`config.mk`:
```
export PLATFORM = sky130hd
export DESIGN_NAME = mem_stage_sram
export DESIGN_NICKNAME = d
export VERILOG_FILES = /design/src/rtl/mem_stage_sram.sv
export SDC_FILE = /design/constraint.sdc
export NUM_CORES = 2
export LEC_CHECK = 0
export ABC_AREA = 1
export CAP_MARGIN = 20
export CORE_ASPECT_RATIO = 0.75
export CORE_UTILIZATION = 45
export CTS_BUF_LIST = sky130_fd_sc_hd__clkbuf_8 sky130_fd_sc_hd__clkbuf_16
export CTS_CLUSTER_SIZE = 25
export DETAILED_ROUTE_END_ITERATION = 10
export GPL_TIMING_DRIVEN = 1
export PLACE_DENSITY = 0.57
export SLEW_MARGIN = 5
export SYNTH_ARGS = -nofsm -noshare
export SYNTH_HDL_FRONTEND = slang
export SYNTH_SLANG_ARGS = --single-unit
```
`constraint.sdc`:
```
create_clock -name clk -period 3.5 [get_ports clk]
set_input_delay 0.7 -clock clk [delete_from_list [all_inputs] [get_ports clk]]
set_output_delay 0.7 -clock clk [all_outputs]
set_load 0.05 [all_outputs]
```
`src/rtl/mem_stage_sram.sv`:
```
// mem_stage_sram: memory stage of the ARM pipeline.
// Performs loads and stores against an internal word array with a fixed
// multi-cycle access time, and drops ready while an access is in flight.
// The pipeline holds every upstream input steady while ready is low.
// Optional feature: define MEM_ALIGN_CHECK_EN to flag misaligned accesses.
// A flagged access suppresses its store, returns zero and raises
// align_fault for its DONE cycle.
module mem_stage_sram #(
  parameter int          DEPTH_WORDS = 64,
  parameter int          WAIT_CYCLES = 3,
  parameter logic [31:0] BASE_ADDR   = 32'd1024
) (
  input  logic        clk,
  input  logic        rst,
  input  logic        mem_read_in,
  input  logic        mem_write_in,
  input  logic [31:0] address_in,
  input  logic [31:0] store_data_in,
  output logic [31:0] data_mem_out,
  output logic        ready,
  output logic        align_fault
);

  localparam int IDX_W = $clog2(DEPTH_WORDS);
  localparam int CNT_W = (WAIT_CYCLES > 1) ? $clog2(WAIT_CYCLES) : 1;

  typedef enum logic [1:0] {
    S_IDLE = 2'd0,
    S_WAIT = 2'd1,
    S_DONE = 2'd2
  } state_t;

  state_t             state;
  logic [CNT_W-1:0]   cnt;
  logic [31:0]        rdata;
  logic               req;
  logic               access;
  logic               misaligned;
  logic               do_write;
  logic [31:0]        addr_off;
  logic [IDX_W-1:0]   word_idx;

  // The array is not touched by rst and starts out all zeros.
  logic [31:0] mem_array [DEPTH_WORDS] = '{default: 32'd0};

  assign req      = mem_read_in | mem_write_in;
  assign addr_off = address_in - BASE_ADDR;
  // Out-of-range addresses wrap modulo the depth by simple truncation.
  assign word_idx = addr_off[IDX_W+1:2];

  // The access happens on the edge that ends the last WAIT cycle.
  assign access   = (state == S_WAIT) && (cnt == '0);

`ifdef MEM_ALIGN_CHECK_EN
  assign misaligned = |address_in[1:0];
`else
  assign misaligned = 1'b0;
`endif

  assign do_write = access && mem_write_in && !misaligned;

  // Bits of the offset that do not select a word are ignored.
  logic unused_addr_bits;
  assign unused_addr_bits = &{1'b0, addr_off[31:IDX_W+2], addr_off[1:0]};

  // Pipeline may advance when idle with no request, or when the access has just completed.
  assign ready = ((state == S_IDLE) && !req) || (state == S_DONE);

  assign data_mem_out = rdata;

  // Access FSM: IDLE -> WAIT (WAIT_CYCLES cycles) -> DONE -> IDLE, with the load result latch.
  always_ff @(posedge clk or posedge rst) begin
    if (rst) begin
      state <= S_IDLE;
      cnt   <= '0;
      rdata <= '0;
    end else begin
      case (state)
        S_IDLE: begin
          if (req) begin
            cnt   <= CNT_W'(WAIT_CYCLES - 1);
            state <= S_WAIT;
          end
        end
        S_WAIT: begin
          if (cnt != '0) begin
            cnt <= cnt - CNT_W'(1);
          end else begin
            state <= S_DONE;
            if (misaligned)
              rdata <= '0;
            else if (mem_write_in)
              rdata <= store_data_in;   // write wins when both requests are set
            else
              rdata <= mem_array[word_idx];
          end
        end
        S_DONE: begin
          state <= S_IDLE;
        end
        default: begin
          state <= S_IDLE;
        end
      endcase
    end
  end

  // Array write port; an asynchronous reset forces IDLE, so an interrupted store never lands.
  always_ff @(posedge clk) begin
    if (do_write)
      mem_array[word_idx] <= store_data_in;
  end

`ifdef MEM_ALIGN_CHECK_EN
  logic fault_q;

  // Fault flag is set by a misaligned access edge and so is high only in the DONE cycle.
  always_ff @(posedge clk or posedge rst) begin
    if (rst)
      fault_q <= 1'b0;
    else
      fault_q <= access && misaligned;
  end

  assign align_fault = fault_q;
`else
  assign align_fault = 1'b0;
`endif

endmodule

```
* Word-level counts from Yosys, hierarchy flattened *
Memory sizes are Yosys's and may differ from the RTL's. A register that Yosys moved wholly into a read port is not among the register bits.
Cells that the tools add are included.

operators by class
  add/sub/neg operators = 2
  equality and inequality tests = 5
  mux-type cells = 8
  bitwise logic cells = 2
  reductions and logical operators = 12

operator list
  kind                 count
  $mux 2               4
  $pmux 2 s2           2
  $sub 8x1->8 const B  1
  $logic_not 2->1      2
  $ne 2x2->1 const B   2
  $reduce_and 2->1     2
  $reduce_bool 2->1    2
  $logic_and 1x1->1    3
  $reduce_and 3->1     1
  $eq 2x1->1 const B   1
  $eq 2x2->1 const B   1
  $mux 1               2
  $ne 2x1->1 const B   1
  $sub 2x1->2 const B  1
  $logic_not 1->1      1
  $logic_or 1x1->1     1
  $not 1->1            1
  $or 1x1->1           1

word-level totals
  flip-flop bits (word level) = 4
  bits in writable memories = 2048
  bits of input ports = 68
  memories kept = 1

memories
  name       words  bits a word  rd ports  clocked after Yosys merged registers in  write ports  RTL line  source
  mem_array  64     32           1         1                                        1            44        logic [31:0] mem_array [DEPTH_WORDS] = '{default: 32'd0};

* Logic depth before layout (Yosys ltp) *
  depth in word-level cells = 5
  depth in mapped cells = 13
  gate-level depth less buffers = 10

* Least setup slack after synthesis *
Ideal clock, no wire load.

  path kind = input port to flip-flop
  start point = input address_in[5]
  end point = memory mem_array[56][0] (enable)
  library setup time = 421 ps
  arrival time = 2957 ps
  path slack = 121 ps
  stages = 5
  path buffers = 1
  path through = inv_1 nor3_1 buf_1 inv_1 nor2_1

on the way
  cells in the longest elaborated chain, start to end = 1

RTL lines
  what             RTL line  source
  start, declared  17        input logic [31:0] address_in,
  $sub 8x1->8      47        assign addr_off = address_in - BASE_ADDR;
  end, declared    44

No other way between the ends.

* Worst setup path after layout *
  start point = input mem_write_in
  end point = output ready

on the way
  cells in the longest elaborated chain, start to end = 4

RTL lines
  what               RTL line  source
  start, declared    16        input logic mem_write_in,
  $or 1x1->1         46        assign req = mem_read_in | mem_write_in;
  $logic_not 1->1    67        assign ready = ((state == S_IDLE) && !req) || (state == S_DONE);
  $logic_and 1x1->1  67
  $logic_or 1x1->1   67
  end, declared      20        output logic ready,

No other way between the ends.

==> results.yml <==
power:
  p_total_w: 0.0534
  leakage_nw: 40.4
  pwr_density_cell_mw_per_mm2: 531
  peakVddDrop_uv: 501
setup_path:
  critPathArrivalTime_ns: 2.24
  cp.required_ns: 2.80
  reg2reg_depth: 10
  cp-start-kind: "input pin"
  worst-path-max-fanout: 33
  crit_cells: 6
  path_class: "input pin to output port"
  crit_chain: "clkdlybuf4s50_1, buf_4, nor2_1, a21oi_1, nor2_1, buf_4"
  max_stage_delay_ns: 0.50
  cp_top_family: "buffers and inverters"
  worstSetupEndpointType: "output port"
  r2r-start: "cnt[0]$_DFFE_PP0P_"
  startpoint: "mem_write_in"
  cpMaxStageDelayCell: "clkdlybuf4s50_1"
  crit_buf_inv: 3
floorplanning:
  ios: 102
  die_area_mm2: 0.195
  die_w_um: 510
  start_util_pct: 45.4
  fp-row-count: 139
  core-area_mm2: 0.192
  die_h_um: 383
cells_and_area:
  fin_area_mm2: 0.100
  layout-drive-gt1-share_pct: 11.9
  post-route-util_pct: 52.4
  regArea_mm2: 0.0624
  multi_input_area_mm2: 0.0190
  area_growth_pct: 15.4
  nNetsFinal: 8018
  fillerInstances: 16300
clocking:
  cts.htree.levels: 4
  cts_tree: "yes"
  cts_sinks: 2084
  cts_made_buffers: 199
  cts.clk_slew.worst_paths_ns: 0.06
  hold_buffers: 0
  cts_buffer_depth: 3
  clk_latency_ns: 0.82
  post_cts_resized: 0
  post_cts_buffers: 0
  root_buffer: "clkbuf_16"
yosys:
  synth_top_family_by_area: "simple AND/OR/NAND/NOR gates"
  synth.top_cell.area_share_pct: 70.6
  synthMuxAreaShare_pct: 0
  ys.flop_type: "edfxtp_1"
  synth_area_mm2: 0.0871
  synthCells: 7701
  synth_edf_count: 2048
  synthAdderAreaFrac_pct: 0.0144
  yosysTopAreaCell: "edfxtp_1"
  ys_types: 25
  yosysMostFrequentCell: "edfxtp_1"
  synth-seq-cells: 2084
  synth_compound_area_share_pct: 4.80
  synth-simple-area-share_pct: 16.4
  synth.avg_cell_area_um2: 11.3
  seq_area_frac_synth_pct: 71.7
  synth_xor_area_share_pct: 0
  synthTopCellsByArea: "edfxtp_1 (71%), nand2_1 (8.1%), inv_1 (4.9%)"
  ys_warn_count: 0
  ys_async_sr_fraction_pct: 1.73
  synth_nets: 7770
  synthTopCellsByCount: "edfxtp_1 (2,048), nand2_1 (1,890), inv_1 (1,140)"
sta:
  hold_slack_ns: 0.208
  fmax_ghz: 0.340
  maxSlewViolCount: 0
  fin_crit_sh_pct: 84.1
  hold_viol: 0
  finalSetupViolations: 0
  setup_tns_ns: 0
  period_minus_slack_ns: 2.94
  rsz0062_at_grt: "no"
  slew_headroom_pct: 27.9
  worst_pin_slew_ns: 1.08
  fin_skew_ns: 0.0224
global_routing:
  grt_pass1_wl_um: 338000
  grt_pass1_vias: 51200
  grt_max_degree: 134
  antenna_found_initial: 25
  track_usage_pct: 23.6
  grt_overflow: 0
run_status:
  outcome: "finished clean"
placement:
  dpl_cell_area_mm2: 0.0941
  hpwlAfterDp_um: 135000
  place.gp.congestion: 0.817
  port_buffers: 74
routing:
  wl_per_cell_um: 21.5
  first_iter_violations: 4902
  routed_wl_um: 229000
  num_vias: 54500
  routed_via_density: 5.11
  drt_pass1_iterations: 5
  ant_nets: 0
  drc_errors: 0
worst_hold_path:
  hold_path_class: "input pin to asynchronous set/reset pin"
run:
  maxCapViolCount: 0
-- worst paths after layout --
path / slack, ns / endpoint
worst max-delay path: 0.56 / ready
worst min-delay path: 0.21 / data_mem_out[20]$_DFFE_PP0N_
worst max register to register: 0.87 / mem_array[9][20]$_DFFE_PP_
worst min register to register: 0.48 / data_mem_out[21]$_DFFE_PP0N_
max in group asynchronous: 2.64 / data_mem_out[28]$_DFFE_PP0N_
min in group clk: 0.39 / mem_array[53][25]$_DFFE_PP_
-- layer usage --
layer	global-route usage (%)	routed length, µm	share of wire (%)	up-vias
met5	0	0	0	-
met4	5.24	4630	2.0	0
met3	3.30	15200	6.6	304
met2	36.8	104000	45	1608
met1	35.2	105000	46	26600
li1	-	-	-	26000
-- area by class of cell --
cell class              count  share of cell area, %
repair buffers            425                   5.22
diodes                      9                 0.0224
multi-input cells        4097                   18.9
flip-flops and latches   2084                   62.1
inverters                1142                   4.28
well taps                2538                   3.16
clock buffers             205                   5.11
clock inverters           162                   1.15
-- metrics by stage --
step	setup slack (ns)	std cells
global route	0.438	10700
floorplan	0.121	7701
detailed placement	0.0218	10300
global placement	0.0959	10300
finish	0.557	10700
CTS	0.527	10700
-- cell usage in the layout, fill, tap and decap left out, types with 32 or more instances in the layout --
cell,instances
nor2_4,67
buf_4,190
buf_12,162
nand3_1,586
a21oi_1,33
o211ai_1,255
o21ai_1,241
o21ai_0,177
clkinv_1,51
buf_2,32
nor2_1,515
or2_2,234
clkdlybuf4s50_1,40
nand2_1,1888
or2_1,86
dfrtp_1,36
edfxtp_1,2048
clkbuf_16,205
inv_1,1192
-- sequential cells by signal (all words and copies together), names as in the netlist --
signal	flops
mem_array	2048
data_mem_out	32
cnt	2
state	2
-- power by group --
part           switching, W  internal (W)  total, W
Combinational       0.00322       0.00132   0.00454
Clock               0.00927        0.0117    0.0210
Sequential         0.000183        0.0276    0.0278
Total                0.0127        0.0407    0.0534
-- logic make-up after synthesis --
logic type      count (synthesis)
compound gates                707
other cells                     1
fa+ha+maj                       1
buf+inv                      1520
simple gates                 3388
flops                        2084
No activity file was read; power rests on OpenSTA's default activity.
